File: config.mk
export PLATFORM = sky130hd
export DESIGN_NAME = decoder_3to8_reg
export DESIGN_NICKNAME = d
export VERILOG_FILES = /design/src/rtl/dec3to8_pkg.sv /design/src/rtl/dec3to8_onehot_chk.sv /design/src/rtl/decoder_3to8_reg.sv
export SDC_FILE = /design/constraint.sdc
export NUM_CORES = 1
export LEC_CHECK = 0
export BUFFER_PORTS_ARGS = -buffer_cell sky130_fd_sc_hd__buf_4
export CORE_AREA = 10 10 47 49
export CTS_BUF_LIST = sky130_fd_sc_hd__clkbuf_4 sky130_fd_sc_hd__clkbuf_8
export DETAILED_ROUTE_END_ITERATION = 10
export DIE_AREA = 0 0 57 59
export GPL_ROUTABILITY_DRIVEN = 0
export HOLD_SLACK_MARGIN = 0.08
export REMOVE_ABC_BUFFERS = 1
export SLEW_MARGIN = 15
export SYNTH_ARGS = -nofsm -noshare
export SYNTH_HDL_FRONTEND = slang
export SYNTH_SLANG_ARGS = --single-unit
File: constraint.sdc
create_clock -name clk -period 0.8 [get_ports clk]
set_input_delay 0.08 -clock clk [delete_from_list [all_inputs] [get_ports clk]]
set_output_delay 0.08 -clock clk [all_outputs]
set_load 0.01 [all_outputs]
File: src/rtl/dec3to8_pkg.sv
// Shared types and helpers for the registered 3-to-8 decoder.
// Used by decoder_3to8_reg and dec3to8_onehot_chk.
package dec3to8_pkg;

  localparam int SEL_W = 3;
  localparam int OUT_W = 8;

  typedef logic [SEL_W-1:0] sel_t;
  typedef logic [OUT_W-1:0] onehot_t;

  function automatic onehot_t onehot_of(
    input sel_t sel
  );
    return onehot_t'(1) << sel;
  endfunction

  function automatic logic [3:0] popcount(
    input onehot_t v
  );
    logic [3:0] n;
    n = '0;
    for (int i = 0; i < OUT_W; i++) begin
      n = n + 4'(v[i]);
    end
    return n;
  endfunction

endpackage

File: src/rtl/dec3to8_onehot_chk.sv
// Sticky invariant checker for the decoder register.
// Instantiated only when DEC3TO8_ONEHOT_CHECK_EN is defined.
module dec3to8_onehot_chk
  import dec3to8_pkg::*;
(
  input  logic    clk,
  input  logic    rst,
  input  logic    valid,
  input  onehot_t vec,
  output logic    err
);

  logic bad;

  always_comb begin
    bad = 1'b0;
    unique case (1'b1)
      valid:  bad = (popcount(vec) != 4'd1);
      !valid: bad = (vec != '0);
      default: bad = 1'b0;
    endcase
  end

  always_ff @(posedge clk or posedge rst) begin
    if (rst) begin
      err <= 1'b0;
    end else if (bad) begin
      err <= 1'b1;
    end
  end

endmodule

File: src/rtl/decoder_3to8_reg.sv
// Registered 3-to-8 one-hot decoder with optional output inversion.
// DEC3TO8_ONEHOT_CHECK_EN adds a sticky one-hot invariant flag (err).
module decoder_3to8_reg
  import dec3to8_pkg::*;
#(
  parameter bit ACTIVE_LOW = 1'b0
) (
  input  logic         clk,
  input  logic         rst,
  input  logic         a,
  input  logic         b,
  input  logic         c,
  input  logic         en,
  output logic [7:0]   out,
`ifdef DEC3TO8_ONEHOT_CHECK_EN
  output logic         out_valid,
  output logic         err
`else
  output logic         out_valid
`endif
);

  sel_t    sel;
  onehot_t nxt_n;
  onehot_t out_n;

  assign sel = {a, b, c};

  always_comb begin
    nxt_n = '0;
    if (en) begin
      nxt_n = onehot_of(sel);
    end
  end

  // Disabled cycles clear the register rather than holding it.
  always_ff @(posedge clk or posedge rst) begin
    if (rst) begin
      out_n     <= '0;
      out_valid <= 1'b0;
    end else begin
      out_n     <= nxt_n;
      out_valid <= en;
    end
  end

  assign out = ACTIVE_LOW ? ~out_n : out_n;

`ifdef DEC3TO8_ONEHOT_CHECK_EN
  dec3to8_onehot_chk u_chk (
    .clk   (clk),
    .rst   (rst),
    .valid (out_valid),
    .vec   (out_n),
    .err   (err)
  );
`endif

endmodule

==> out/summary.txt, run 1 <==
pwr dens - 1750 mW/mm2
post-synthesis cell count - 18
synthesized cell area - 324 um2
Yosys warnings - 0
fin nets - 45
number of global-route vias before repair - 265
hold_ws - 31.9 ps
Least-Margin Pin Slew - 305 ps
Power, Total - 0.931 mW
port bufs - 14
Yosys reg bits - 9
Clock Tree Buf Depth - 2
crit path kind - flop to primary output
sw power - 0.179 mW
fin cells - 54
Max VDD drop - 0.706 mV
Crit-path slowest cell - dfrtp_1
type of the most critical hold path - input pin to flop
crit path cell chain - buf_6
count leader, synth - dfrtp_1
P&R area growth vs syn - 64.5%
placed insts - 48
DR vias/cell - 4.26
worst-path fanout max - 1
area leader, netlist - dfrtp_1
Final ANT Viol Nets - 0
core area - 0.00140 mm2
Post-Synth Simple-Gate Area - 0.293
WP depth - 1
initial core utilization - 0.231
hold violation count in the final report - 0
Post-CTS Hold Fix Bufs - 2
Commonest cells post-synth - dfrtp_1 (9), and4b_2 (2), and4bb_1 (2)
Clk pin slew, worst setup/hold paths - 50 ps
fmax - 1220 MHz
Post-synth EDFFs - 0
Seq pwr share - 0.509
ys flop type - dfrtp_1
Routed WL per cell - 12.2 um
slew margin rel. - 0.797
HPWL Detailed - 538 um
top cells by area, synth - dfrtp_1 (69%), and4bb_1 (7.7%), and4b_2 (6.9%)
Avg Inst Size Synth - 18.0 um2
Synth Area in Adders - 0
drt drc - 0
Post-CTS Setup Repair Bufs - 0
Crit path buffers/inverters - 1
Clock Tree Root - clkbuf_4
Total Routed Length - 661 um
max-cap viol count - 0
final worst slack - -21.8 ps
Final min period - 822 ps
Final Max Slew Viols - 0
Die X - 57 um
area share of the largest cell type after synthesis - 0.695
H-tree depth - 1
Critical Path Sink Type - primary output
DRT iter0 DRCs - 4
post-synthesis async set-or-reset flop share - 1.00
multiplexer area fraction after synthesis - 0
layout cells sized above 1 - 0.605
Internal - 0.752 mW
DR vias - 230
Rows - 14
WP data required - 720 ps
TritonRoute pass-1 iters - 2
Finish-stage setup viols - 9
TritonCTS Sinks - 9
Clock power frac - 0.382
Yosys cell types - 8
period utilization - 1.03
first-pass GRT wire length - 1.17 mm
critical path startpoint category - flop
total global-route track usage - 0.0497
post-synthesis sequential area ratio - 0.695
TritonCTS Buffers - 3
RSZ-0062 raised after global routing - true
critical path arrival - 740 ps
largest family of logic cells by synthesized area - simple AND/OR/NAND/NOR gates
initial antenna violation count - 0
CTS tree - done
IO Count - 15
Die Height - 59 um
Top delay family on crit path - flip-flops
area of the die - 0.00336 mm2
Overflow after GRT - 0
Combinational Power Share - 0.108
Crit path largest cell delay - 380 ps
status - finished with violations
largest net degree at the start of global routing - 10
cell leakage power - 0.272 nW
antenna diode count - 0
failing checks - negative setup slack
switching share of power - 0.192
CP endpoint - out[5]
Synth Area in Compound Gates - 0
XOR/XNOR Fraction of Synth Area - 0
Setup crit start - out[5]
## per-stage QoR
| step | worst slack [ps] | TNS, ps | instance area [um2] | utilization |
|---|---|---|---|---|
| after CTS | -37.0 | -269 | 533 | 0.380 |
| after global placement | 231 | 0 | 449 | 0.321 |
| after floorplan | 344 | 0 | 324 | - |
| final | -21.8 | -150 | 533 | 0.380 |
| after detailed placement | 220 | 0 | 449 | 0.321 |
| after global routing | -69.6 | -530 | 533 | 0.380 |
## cells in the final DEF (no fill, tap or decap), drive strengths merged
cell and n:
clkbuf 4, inv 1, and4bb 3, dlygate4sd3 2, nor4b 1, buf 14, dfrtp 9, and4b 3
and4 1
## power groups by stage
stage / sequential (mW) / clock (mW) / combinational, mW
global route: 0.476 / 0.396 / 0.110
global placement: 0.479 / 0 / 0.0846
floorplan: 0.487 / 0 / 0.0222
CTS: 0.474 / 0.371 / 0.103
finish: 0.474 / 0.356 / 0.101
detailed placement: 0.480 / 0 / 0.0877
## layout make-up
type                    count  area, um2
flip-flops and latches      9        225
well taps                  16       20.0
inverters                   1       3.75
repair buffers             16        159
fillers                   153        868
multi-input cells           8       95.1
clock buffers               4       30.0
## how the worst min path moves through the flow
stage / from / to / cells after the start
after floorplan: rst / out[0] / 1
after global placement: rst / out_valid / 2
after detailed placement: rst / out[1] / 2
after CTS: c / out[0] / 2
after global routing: c / out[0] / 2
final: c / out[0] / 2
## cells by family (layout without fill, tap and decap cells)
logic type,count (synthesis),after routing
AND/OR/NAND/NOR,8,8
buffers and inverters,1,21
flip-flops,9,9
## per-layer routing
layer / vias to the layer above / routed length [um] / GRT usage
li1: 112 / - / -
met1: 105 / 270 / 0.0439
met2: 11 / 288 / 0.0574
met3: 2 / 81 / 0.0365
met4: 0 / 21 / 0.0805
met5: - / 0 / 0
## state kept, by name, summed over array words and instances (netlist names)
register,count
out_valid,1
out,8
## timing repair
item                                    CTS  global route
pin swaps                                 0             0
endpoints found under the hold margin    11             1
resized for setup                         9             0
endpoints found under the setup margin    9             9
No activity file was read; power rests on OpenSTA's default activity.
==> inputs of run 2 (changes only) <==
CTS_BUF_LIST = sky130_fd_sc_hd__clkbuf_16   (was sky130_fd_sc_hd__clkbuf_4 sky130_fd_sc_hd__clkbuf_8)
==> out/summary.txt, run 2 (same netlist as run 1, synthesis figures left out) <==
status - finished, final reports clean
area of the die - 0.00336 mm2
type of the most critical hold path - input pin to flop
critical path arrival - 720 ps
WP depth - 1
initial antenna violation count - 0
Total Routed Length - 696 um
Clock Tree Buf Depth - 2
total global-route track usage - 0.0480
crit path kind - flop to primary output
period utilization - 0.998
hold violation count in the final report - 0
HPWL Detailed - 538 um
initial core utilization - 0.231
Max VDD drop - 0.920 mV
Final min period - 798 ps
Crit-path slowest cell - dfrtp_1
slew margin rel. - 0.788
DR vias/cell - 4.20
Rows - 14
Clock Tree Root - clkbuf_16
Top delay family on crit path - flip-flops
most frequent cells in the layout - dfrtp_1 (9), buf_6 (9), buf_4 (5), clkbuf_16 (3)
TritonRoute pass-1 iters - 1
RSZ-0062 raised after global routing - true
number of global-route vias before repair - 270
DR vias - 227
Crit path largest cell delay - 370 ps
CP endpoint - out[5]
final worst slack - 1.54 ps
IO Count - 15
Routed WL per cell - 12.9 um
WP data required - 720 ps
fin nets - 45
Crit path buffers/inverters - 1
DRT iter0 DRCs - 0
TritonCTS Buffers - 3
Setup crit start - out[5]
P&R area growth vs syn - 79.5%
fmax - 1250 MHz
CTS tree - done
Die Height - 59 um
max-cap viol count - 0
fin cells - 54
pwr dens - 2440 mW/mm2
Finish-stage setup viols - 0
Overflow after GRT - 0
first-pass GRT wire length - 1.19 mm
Critical Path Sink Type - primary output
worst-path fanout max - 1
Post-CTS Hold Fix Bufs - 2
placed insts - 48
core area - 0.00140 mm2
TritonCTS Sinks - 9
port bufs - 14
antenna diode count - 0
H-tree depth - 1
largest net degree at the start of global routing - 10
Sum Neg Setup Slack - 0 ps
drt drc - 0
Least-Margin Pin Slew - 318 ps
Final Max Slew Viols - 0
cell leakage power - 0.296 nW
hold_ws - 54.3 ps
Clk pin slew, worst setup/hold paths - 40 ps
Power, Total - 1.42 mW
max FFs per register - 8
critical path startpoint category - flop
pre-CTS setup slack - 220 ps
crit path cell chain - buf_6
Final ANT Viol Nets - 0
layout cells sized above 1 - 0.579
Die X - 57 um
-- run 2: changes by cell type in the layout (fill, tap and decap cells not counted), sizes merged --
cell	delta
clkbuf	-1
inv	+1
-- run 2: metrics by stage --
step	util	instance area (um2)
6_report	0.415	582
5_1_grt	0.415	582
4_1_cts	0.413	578
3_5_place_dp	0.321	449
3_3_place_gp	0.321	449
2_1_floorplan	-	324
-- run 2: layout make-up --
cell class	instances	area (um2)
clock inverter	1	3.75
clock buffer	3	75.1
tap	16	20.0
fill	143	820
inverter	1	3.75
multi-input combinational	8	95.1
timing repair buffer	16	159
sequential	9	225
-- run 2: layer usage --
metal / share of wire / global-route usage / vias up
li1: - / - / 109
met2: 0.45 / 0.0636 / 11
met4: 0.039 / 0.0705 / 0
met1: 0.38 / 0.0438 / 105
met5: 0 / 0 / -
met3: 0.13 / 0.0258 / 2
-- run 2: how the worst min path moves through the flow --
stage / startpoint / endpoint / slack [ps] / cells after the start
after global routing: c / out[0] / 60 / 2
after detailed placement: rst / out[1] / 50 / 2
after CTS: c / out[0] / 50 / 2
after floorplan: rst / out[0] / -90 / 1
final: c / out[0] / 50 / 2
after global placement: rst / out_valid / 50 / 2
-- run 2: repair_timing --
item,in CTS,in global routing
endpoints found under the hold margin,11,1
endpoints found under the setup margin,8,8
gates cloned,0,0
setup buffers,0,0
resized for setup,8,1
-- run 2: power breakdown --
| group | internal [mW] | switching (mW) | leakage, nW |
|---|---|---|---|
| Combinational | 0.0591 | 0.0429 | 0.133 |
| Clock | 0.650 | 0.189 | 0.0423 |
| Sequential | 0.471 | 0.00568 | 0.121 |
| Total | 1.18 | 0.237 | 0.296 |
